## config.mk

```make
export PLATFORM = sky130hd
export DESIGN_NAME = tile_spawn_ctrl
export DESIGN_NICKNAME = d
export VERILOG_FILES = /design/src/rtl/tile_spawn_pkg.sv /design/src/rtl/tile_spawn_ctrl.sv
export SDC_FILE = /design/constraint.sdc
export NUM_CORES = 1
export LEC_CHECK = 0
export BUFFER_PORTS_ARGS = -buffer_cell sky130_fd_sc_hd__buf_4
export CORE_UTILIZATION = 48
export DETAILED_ROUTE_END_ITERATION = 8
export GPL_ROUTABILITY_DRIVEN = 0
export PLACE_DENSITY = 0.74
export SETUP_SLACK_MARGIN = 0.3
export SLEW_MARGIN = 20
export SYNTH_ARGS = -nofsm -noshare
export SYNTH_HDL_FRONTEND = slang
export SYNTH_SLANG_ARGS = --single-unit
```

## constraint.sdc

```tcl
create_clock -name CLOCK_50 -period 2.1 [get_ports CLOCK_50]
set_input_delay 0.42 -clock CLOCK_50 [delete_from_list [all_inputs] [get_ports CLOCK_50]]
set_output_delay 0.42 -clock CLOCK_50 [all_outputs]
set_load 0.005 [all_outputs]
```

## src/rtl/tile_spawn_pkg.sv

```systemverilog
// Shared types and constants for the tile spawn controller.
package tile_spawn_pkg;

   typedef enum logic [1:0] {
      IDLE = 2'd0,
      SCAN = 2'd1,
      DONE = 2'd2
   } spawn_state_e;

   localparam int NUM_CELLS = 16;
   localparam int CELL_W    = 4;

   localparam logic [1:0] EXP_NONE = 2'd0;
   localparam logic [1:0] EXP_TWO  = 2'd1;
   localparam logic [1:0] EXP_FOUR = 2'd2;

endpackage

```

## src/rtl/tile_spawn_ctrl.sv

```systemverilog
// Picks an empty cell (random start, wrap-around scan) and a tile value for each spawn request.
// Optional feature macro SPAWN_FOUR_EN: enables the weighted 2/4 tile choice via FOUR_WEIGHT.
module tile_spawn_ctrl
   import tile_spawn_pkg::*;
#(
   parameter int FOUR_WEIGHT = 2
) (
   input  logic              CLOCK_50,
   input  logic              resetn,
   input  logic [CELL_W-1:0] rand_value,
   input  logic [NUM_CELLS-1:0] occupancy,
   input  logic              spawn_req,
   output logic              busy,
   output logic              spawn_ack,
   output logic [CELL_W-1:0] spawn_cell,
   output logic [1:0]        spawn_exp,
   output logic              no_space
);

   if (FOUR_WEIGHT < 0 || FOUR_WEIGHT > NUM_CELLS) begin : g_bad_weight
      $error("FOUR_WEIGHT must lie in 0..16");
   end

   spawn_state_e         state_q, state_d;
   logic [CELL_W-1:0]    idx_q, idx_d;
   logic [CELL_W-1:0]    cnt_q, cnt_d;
   logic [NUM_CELLS-1:0] occ_q, occ_d;
   logic [CELL_W-1:0]    cell_d;
   logic [1:0]           exp_d;
   logic                 no_space_d;
   logic [1:0]           found_exp;

`ifdef SPAWN_FOUR_EN
   // Second counter sample, taken in the cycle the empty cell is found.
   assign found_exp = ({1'b0, rand_value} < 5'(FOUR_WEIGHT)) ? EXP_FOUR : EXP_TWO;
`else
   assign found_exp = EXP_TWO;
`endif

   always_comb begin
      // NOTE: every signal gets a default first so no path leaves a value unassigned (no latches).
      state_d    = state_q;
      idx_d      = idx_q;
      cnt_d      = cnt_q;
      occ_d      = occ_q;
      cell_d     = spawn_cell;
      exp_d      = spawn_exp;
      no_space_d = no_space;

      unique case (state_q)
         IDLE: begin
            if (spawn_req) begin
               occ_d   = occupancy;
               idx_d   = rand_value;
               cnt_d   = '0;
               state_d = SCAN;
            end
         end
         SCAN: begin
            if (!occ_q[idx_q]) begin
               cell_d     = idx_q;
               exp_d      = found_exp;
               no_space_d = 1'b0;
               state_d    = DONE;
            end else if (cnt_q == CELL_W'(NUM_CELLS - 1)) begin
               cell_d     = idx_q;
               exp_d      = EXP_NONE;
               no_space_d = 1'b1;
               state_d    = DONE;
            end else begin
               idx_d = idx_q + 1'b1;  // 4-bit wrap from cell 15 back to cell 0
               cnt_d = cnt_q + 1'b1;
            end
         end
         DONE:    state_d = IDLE;
         default: state_d = IDLE;
      endcase
   end

   // NOTE: sequential state uses non-blocking assignments so all registers update together.
   always_ff @(posedge CLOCK_50 or negedge resetn) begin
      if (!resetn) begin
         state_q    <= IDLE;
         idx_q      <= '0;
         cnt_q      <= '0;
         occ_q      <= '0;
         spawn_cell <= '0;
         spawn_exp  <= EXP_NONE;
         no_space   <= 1'b0;
      end else begin
         state_q    <= state_d;
         idx_q      <= idx_d;
         cnt_q      <= cnt_d;
         occ_q      <= occ_d;
         spawn_cell <= cell_d;
         spawn_exp  <= exp_d;
         no_space   <= no_space_d;
      end
   end

   assign busy      = (state_q != IDLE);
   assign spawn_ack = (state_q == DONE);

endmodule

```

==> results.txt, run 1 <==
----------------------------------------------------
[Worst setup path]
  WS Path Type ... reg -> reg
  Crit path max fanout ... 5
  Most numerous cell on the critical path ... sky130_fd_sc_hd__mux2i_4
  Delay contributed by the slowest stage of the critical path ... 540 ps
  Cell with the largest stage delay on the worst path ... sky130_fd_sc_hd__mux4_2
  List of cells traversed by the critical path ... mux4_2 > mux2i_4 > mux2i_4 > a21oi_4 > mux2_4
  Setup crit end kind ... flop
  Launching element type of the critical path ... flop
  Worst Path Required ... 2310 ps
  Data arrival at the endpoint of the critical path ... 2200 ps

[Global route]
  Antenna violations before repair ... 0
  Largest net degree at the start of global routing ... 33
  Wire length of the first global-routing pass ... 5530 um
  Remaining global-route overflow ... 0
  Overall Global Routing Usage ... 21.8%
  Vias in the first global route ... 1,219

[Synthesis]
  Most frequently used flop master after synthesis ... sky130_fd_sc_hd__dfrtp_1
  Synthesized net count ... 149
  Top-area cell type share of the netlist area ... 50.8%
  Flip-flop and latch count after synthesis ... 32
  Post-Syn Area ... 1580 um2
  Top area cells in the synthesized netlist ... sky130_fd_sc_hd__dfrtp_1 (51%), sky130_fd_sc_hd__mux2_2 (9.3%), sky130_fd_sc_hd__mux4_2 (5.7%)
  Library cell with the highest instance count after synthesis ... sky130_fd_sc_hd__dfrtp_1
  Cell taking the most area after synthesis ... sky130_fd_sc_hd__dfrtp_1
  Share of synthesized flip-flops with an asynchronous set or reset ... 100%
  Library cells used by synthesis ... 37
  Post-synth EDFFs ... 0
  Post-Syn Area per Cell ... 12.7 um2
  Most frequent cells after synthesis ... sky130_fd_sc_hd__dfrtp_1 (32), sky130_fd_sc_hd__mux2_2 (13), sky130_fd_sc_hd__a21oi_1 (7), sky130_fd_sc_hd__mux2_1 (7)
  Yosys warns ... 0
  Cells after Synth ... 124
  Portion of the post-synthesis area used by sequential elements ... 50.8%

[Final layout]
  Number of antenna diodes ... 0
  Net count, final ... 191
  Final Non-Filler Cells ... 210
  Area growth, synth to finish ... 28.5%
  Share of post-route cells with drive strength above 1 ... 49.4%
  Total of fill cells in the finished design ... 229

[Worst hold path]
  Class of the most critical hold timing path ... in -> async

[Floorplan]
  Std cell rows ... 20
  Vertical extent of the die ... 59.3 um
  Die Outline Area ... 3520 um2
  Horizontal die dimension ... 59.3 um
  Initial standard-cell utilization of the core ... 51.2%
  Core area ... 3080 um2
  Number of top-level pins ... 32

[Outcome]
  Run status ... finished, final reports clean

[STA]
  Fin crit share ... 94.5%
  Fmax ... 504 MHz
  Final Critical Period ... 1980 ps
  Unrepaired setup endpoints after global routing ... yes
  Worst clock skew ... 4.05 ps
  Hold violation total from the final report ... 0
  Max-slew violation count ... 0
  Final worst-path setup slack ... 116 ps
  Actual slew at the worst max-slew pin ... 587 ps
  Worst slew margin ... 60.9%
  Setup Total Neg Slack ... 0 ps
  Final setup fails ... 0

[Clock network]
  CTS tree ... yes
  Clock insertion delay at the later pin of the skew report ... 330 ps
  Root buffer cell ... sky130_fd_sc_hd__clkbuf_4
  Clock transition at the registers of the reported paths ... 90 ps
  Inserted Clock Buffers ... 5
  Number of clock sinks seen by CTS ... 32
  Max Root-Sink Buffers ... 2
  Number of buffers inserted by hold repair at cts ... 0
  H-tree depth ... 2

[Placed design]
  Place WS ... 6.14 ps
  Cell count after placement ... 194
  IO buf count ... 30
  Placed wire-length estimate ... 2150 um

[Drt]
  DR WL/cell ... 15.1 um
  DRT antenna net count ... 0
  Final wirelength ... 3170 um
  Detailed-route DRC error count ... 0
  Detailed Routing Iterations Pass 1 ... 4
  Overall via count from detail_route ... 1,157
  Detailed Route Iter0 Violations ... 47
  Average via count per standard cell ... 5.51

[Pwr]
  Maximum vdd ir drop ... 0.000817 V
  PD cells ... 1700 nW/um2
  Static Leak ... 0.917 nW

[Flow run]
  Max-capacitance violation count ... 0

----------------------------------------------------
==> state kept, by name, indices dropped and copies added (netlist names) <==
name	count
cnt_q	4
state_q	2
no_space	1
idx_q	4
spawn_cell	4
spawn_exp	1
occ_q	16
==> cell usage in the layout (no fill, tap or decap), types with 3 or more instances in the layout <==
master / synthesis / final
sky130_fd_sc_hd__mux2_2: 13 / 13
sky130_fd_sc_hd__nand3_1: 6 / 5
sky130_fd_sc_hd__inv_1: 6 / 6
sky130_fd_sc_hd__buf_4: 1 / 41
sky130_fd_sc_hd__clkbuf_4: 0 / 5
sky130_fd_sc_hd__mux2i_4: 2 / 3
sky130_fd_sc_hd__dfrtp_1: 32 / 31
sky130_fd_sc_hd__mux4_2: 4 / 4
sky130_fd_sc_hd__mux2_4: 1 / 4
sky130_fd_sc_hd__o21ai_0: 3 / 3
sky130_fd_sc_hd__nand2_1: 4 / 4
sky130_fd_sc_hd__mux2_1: 7 / 4
sky130_fd_sc_hd__a21oi_1: 7 / 7
==> logic make-up (layout without fill, tap and decap cells) <==
logic type	Yosys count	count (layout)	synth area share (%)
buf+inv	13	55	4.05
mux	28	28	24.7
fa+ha+maj	2	2	1.59
compound gates	25	25	11.0
flops	32	32	50.8
simple gates	23	23	7.62
other cells	1	1	0.238
==> through the flow <==
step / power [W] / hold WS, ps / cell area, um2 / util [%]
final: 0.00345 / 4.92 / 2030 / 65.8
after global routing: 0.00366 / 16.9 / 2030 / 65.8
after CTS: 0.00326 / 11.8 / 1980 / 64.2
after detailed placement: 0.00260 / 375 / 1850 / 60.2
after global placement: 0.00254 / 368 / 1850 / 60.2
after floorplan: 0.00225 / 124 / 1590 / -
==> area by class of cell <==
class	count	area, um2	share of cell area (%)
Clock buffer	7	65.1	3.21
Timing Repair Buffer	42	319	15.8
Multi-Input combinational cell	79	762	37.6
Sequential cell	32	802	39.6
Tap cell	44	55.1	2.72
Inverter	6	22.5	1.11
==> routing by layer <==
layer / up-vias / track usage [%] / routed length (um)
li1: 541 / - / -
met1: 579 / 26.6 / 1340
met2: 30 / 36.6 / 1630
met3: 7 / 6.11 / 147
met4: 0 / 8.50 / 50
met5: - / 0 / 0
==> worst paths after layout <==
check | end | slack (ps) | start | cells past startpoint
worst max-delay path | spawn_cell[1]$_DFFE_PN0P_ | 120 | idx_q[1]$_DFFE_PN0P_ | 5
worst min-delay path | occ_q[5]$_DFFE_PN0P_ | 5 | resetn | 1
max in group asynchronous | idx_q[1]$_DFFE_PN0P_ | 1790 | resetn | 1
worst max register to register | spawn_cell[1]$_DFFE_PN0P_ | 120 | idx_q[1]$_DFFE_PN0P_ | 5
worst min register to register | occ_q[7]$_DFFE_PN0P_ | 510 | occ_q[7]$_DFFE_PN0P_ | 1
min in group CLOCK_50 | occ_q[6]$_DFFE_PN0P_ | 310 | occupancy[6] | 2
==> critical path: cells and delay by family (launching register included) <==
kind / cells / cell delay (ps)
compound gates: 1 / 210
mux: 4 / 1210
flops: 1 / 450
==> power by group <==
| part | switching, W | internal, W | total, W |
|---|---|---|---|
| clock | 0.000190 | 0.000190 | 0.000380 |
| combinational | 0.000796 | 0.00111 | 0.00191 |
| sequential | 0.000267 | 0.000893 | 0.00116 |
| total | 0.00125 | 0.00219 | 0.00345 |
==> timing repair <==
item | in CTS | in global routing
buffers inserted | 6 | 3
setup endpoints to repair | 11 | 14
gates cloned | 0 | 0
gates resized for setup | 4 | 5
pin swaps | 2 | 5
(Power assumes the default switching activity.)
==> run 2, diff against run 1 <==
Settings changed: PLACE_DENSITY 0.74 to 0.73.
==> run 2 against run 1 <==
Net effect: critical path type unchanged; largest cell class unchanged; maximum frequency about the same; global-route usage down 0.53 points; via count down 1.1%; sequential power about the same.
==> results.txt, run 2 (synthesis results as in run 1) <==
----------------------------------------------------
[Outcome]
  Run status ... finished, final reports clean

[Final layout]
  Net count, final ... 191
  Flip-flop count of the largest register after layout ... 16
  Share of post-route cells with drive strength above 1 ... 50.0%
  Total of fill cells in the finished design ... 244
  Number of antenna diodes ... 0
  Area of all placed cells without fillers ... 2030 um2
  Sequential standard cell area ... 803 um2
  Commonest cells after routing, fill and taps aside ... sky130_fd_sc_hd__buf_4 (40), sky130_fd_sc_hd__dfrtp_1 (30), sky130_fd_sc_hd__mux2_2 (13)
  Register bank with the most flops ... occ_q
  Total area of multi-input combinational cells ... 762 um2
  Area growth, synth to finish ... 28.8%
  Final core utilization ... 66.0%
  Most frequent standard cell in the layout excluding fill and tap cells ... sky130_fd_sc_hd__buf_4

[Floorplan]
  Horizontal die dimension ... 59.3 um
  Std cell rows ... 20
  Core area ... 3080 um2
  Vertical extent of the die ... 59.3 um
  Number of top-level pins ... 32
  Initial standard-cell utilization of the core ... 51.2%
  Die Outline Area ... 3520 um2

[Pwr]
  PD cells ... 1720 nW/um2
  Static Leak ... 0.917 nW
  Maximum vdd ir drop ... 0.000748 V

[Worst setup path]
  WS Path Type ... reg -> reg
  Worst Path Required ... 2310 ps
  Data arrival at the endpoint of the critical path ... 2190 ps
  Launching element type of the critical path ... flop
  Crit path max fanout ... 6
  Reg2reg setup slack ... 110 ps
  Depth of the worst register-to-register path ... 5
  Setup crit end kind ... flop

[Flow run]
  Max-capacitance violation count ... 0

[STA]
  Worst slew margin ... 58.8%
  Setup Total Neg Slack ... 0 ps
  Fin crit share ... 94.6%
  Fmax ... 503 MHz
  Actual slew at the worst max-slew pin ... 619 ps
  Final hold slack ... 5.02 ps
  Final setup fails ... 0
  Final Critical Period ... 1990 ps
  Worst clock skew ... 10.3 ps
  Unrepaired setup endpoints after global routing ... yes
  Final worst-path setup slack ... 114 ps
  Hold violation total from the final report ... 0
  Max-slew violation count ... 0

[Clock network]
  Number of clock sinks seen by CTS ... 32
  Number of buffers inserted by hold repair at cts ... 0
  CTS tree ... yes
  Inserted Clock Buffers ... 5
  H-tree depth ... 2
  Clock insertion delay at the later pin of the skew report ... 330 ps
  Clock transition at the registers of the reported paths ... 90 ps
  Max Root-Sink Buffers ... 2
  Root buffer cell ... sky130_fd_sc_hd__clkbuf_4

[Drt]
  Detailed Routing Iterations Pass 1 ... 4
  Detailed-route DRC error count ... 0
  Final wirelength ... 3240 um
  DRT antenna net count ... 0
  Overall via count from detail_route ... 1,144
  DR WL/cell ... 15.4 um
  Detailed Route Iter0 Violations ... 65
  Average via count per standard cell ... 5.45

[Global route]
  Vias in the first global route ... 1,151
  Overall Global Routing Usage ... 21.3%
  Remaining global-route overflow ... 0
  Wire length of the first global-routing pass ... 5310 um
  Largest net degree at the start of global routing ... 33
  Antenna violations before repair ... 0

[Placed design]
  Place WS ... 12.2 ps
  IO buf count ... 30
  Placed cell area ... 1860 um2
  Placed wire-length estimate ... 2230 um

[Worst hold path]
  Class of the most critical hold timing path ... in -> async

----------------------------------------------------
run 2: worst max-delay path, cell delays in order, from the launching register on:
cell and delay [ps]:
sky130_fd_sc_hd__dfrtp_2 440, sky130_fd_sc_hd__mux4_2 540, sky130_fd_sc_hd__mux2i_4 230, sky130_fd_sc_hd__mux2_4 260, sky130_fd_sc_hd__nor3_2 70, sky130_fd_sc_hd__a221o_1 330
run 2: stage by stage:
| step | instances | total power [W] |
|---|---|---|
| 6_report | 210 | 0.00350 |
| 5_1_grt | 210 | 0.00373 |
| 4_1_cts | 209 | 0.00337 |
| 3_5_place_dp | 195 | 0.00265 |
| 3_3_place_gp | 195 | 0.00259 |
| 2_1_floorplan | 124 | 0.00225 |
run 2: area by class of cell:
type,count,share of cell area [%]
Sequential cell,32,39.6
Multi-Input combinational cell,79,37.5
Timing Repair Buffer,42,15.9
Clock buffer,7,3.20
Tap cell,44,2.71
Inverter,6,1.11
run 2: timing repair:
action	4_1_cts	5_1_grt
setup buffers	7	1
setup endpoints to repair	11	15
pin swaps	3	4
resized for setup	5	6
run 2: metal layers:
layer / global-route usage [%] / routed length [um]
met5: 0 / 0
met3: 8.08 / 157
met4: 7.14 / 42
met1: 28.1 / 1440
met2: 32.3 / 1600
run 2: final timing paths:
| kind | startpoint | to |
|---|---|---|
| worst max-delay path | idx_q[1]$_DFFE_PN0P_ | idx_q[1]$_DFFE_PN0P_ |
| worst min-delay path | resetn | spawn_cell[0]$_DFFE_PN0P_ |
| worst max register to register | idx_q[1]$_DFFE_PN0P_ | idx_q[1]$_DFFE_PN0P_ |
| worst min register to register | occ_q[9]$_DFFE_PN0P_ | occ_q[9]$_DFFE_PN0P_ |
| max in group asynchronous | resetn | idx_q[1]$_DFFE_PN0P_ |
| min in group CLOCK_50 | occupancy[12] | occ_q[12]$_DFFE_PN0P_ |
run 2: report_power, final:
part	internal (W)	switching [W]
registers	0.000896	0.000262
logic	0.00114	0.000817
clock network	0.000190	0.000197
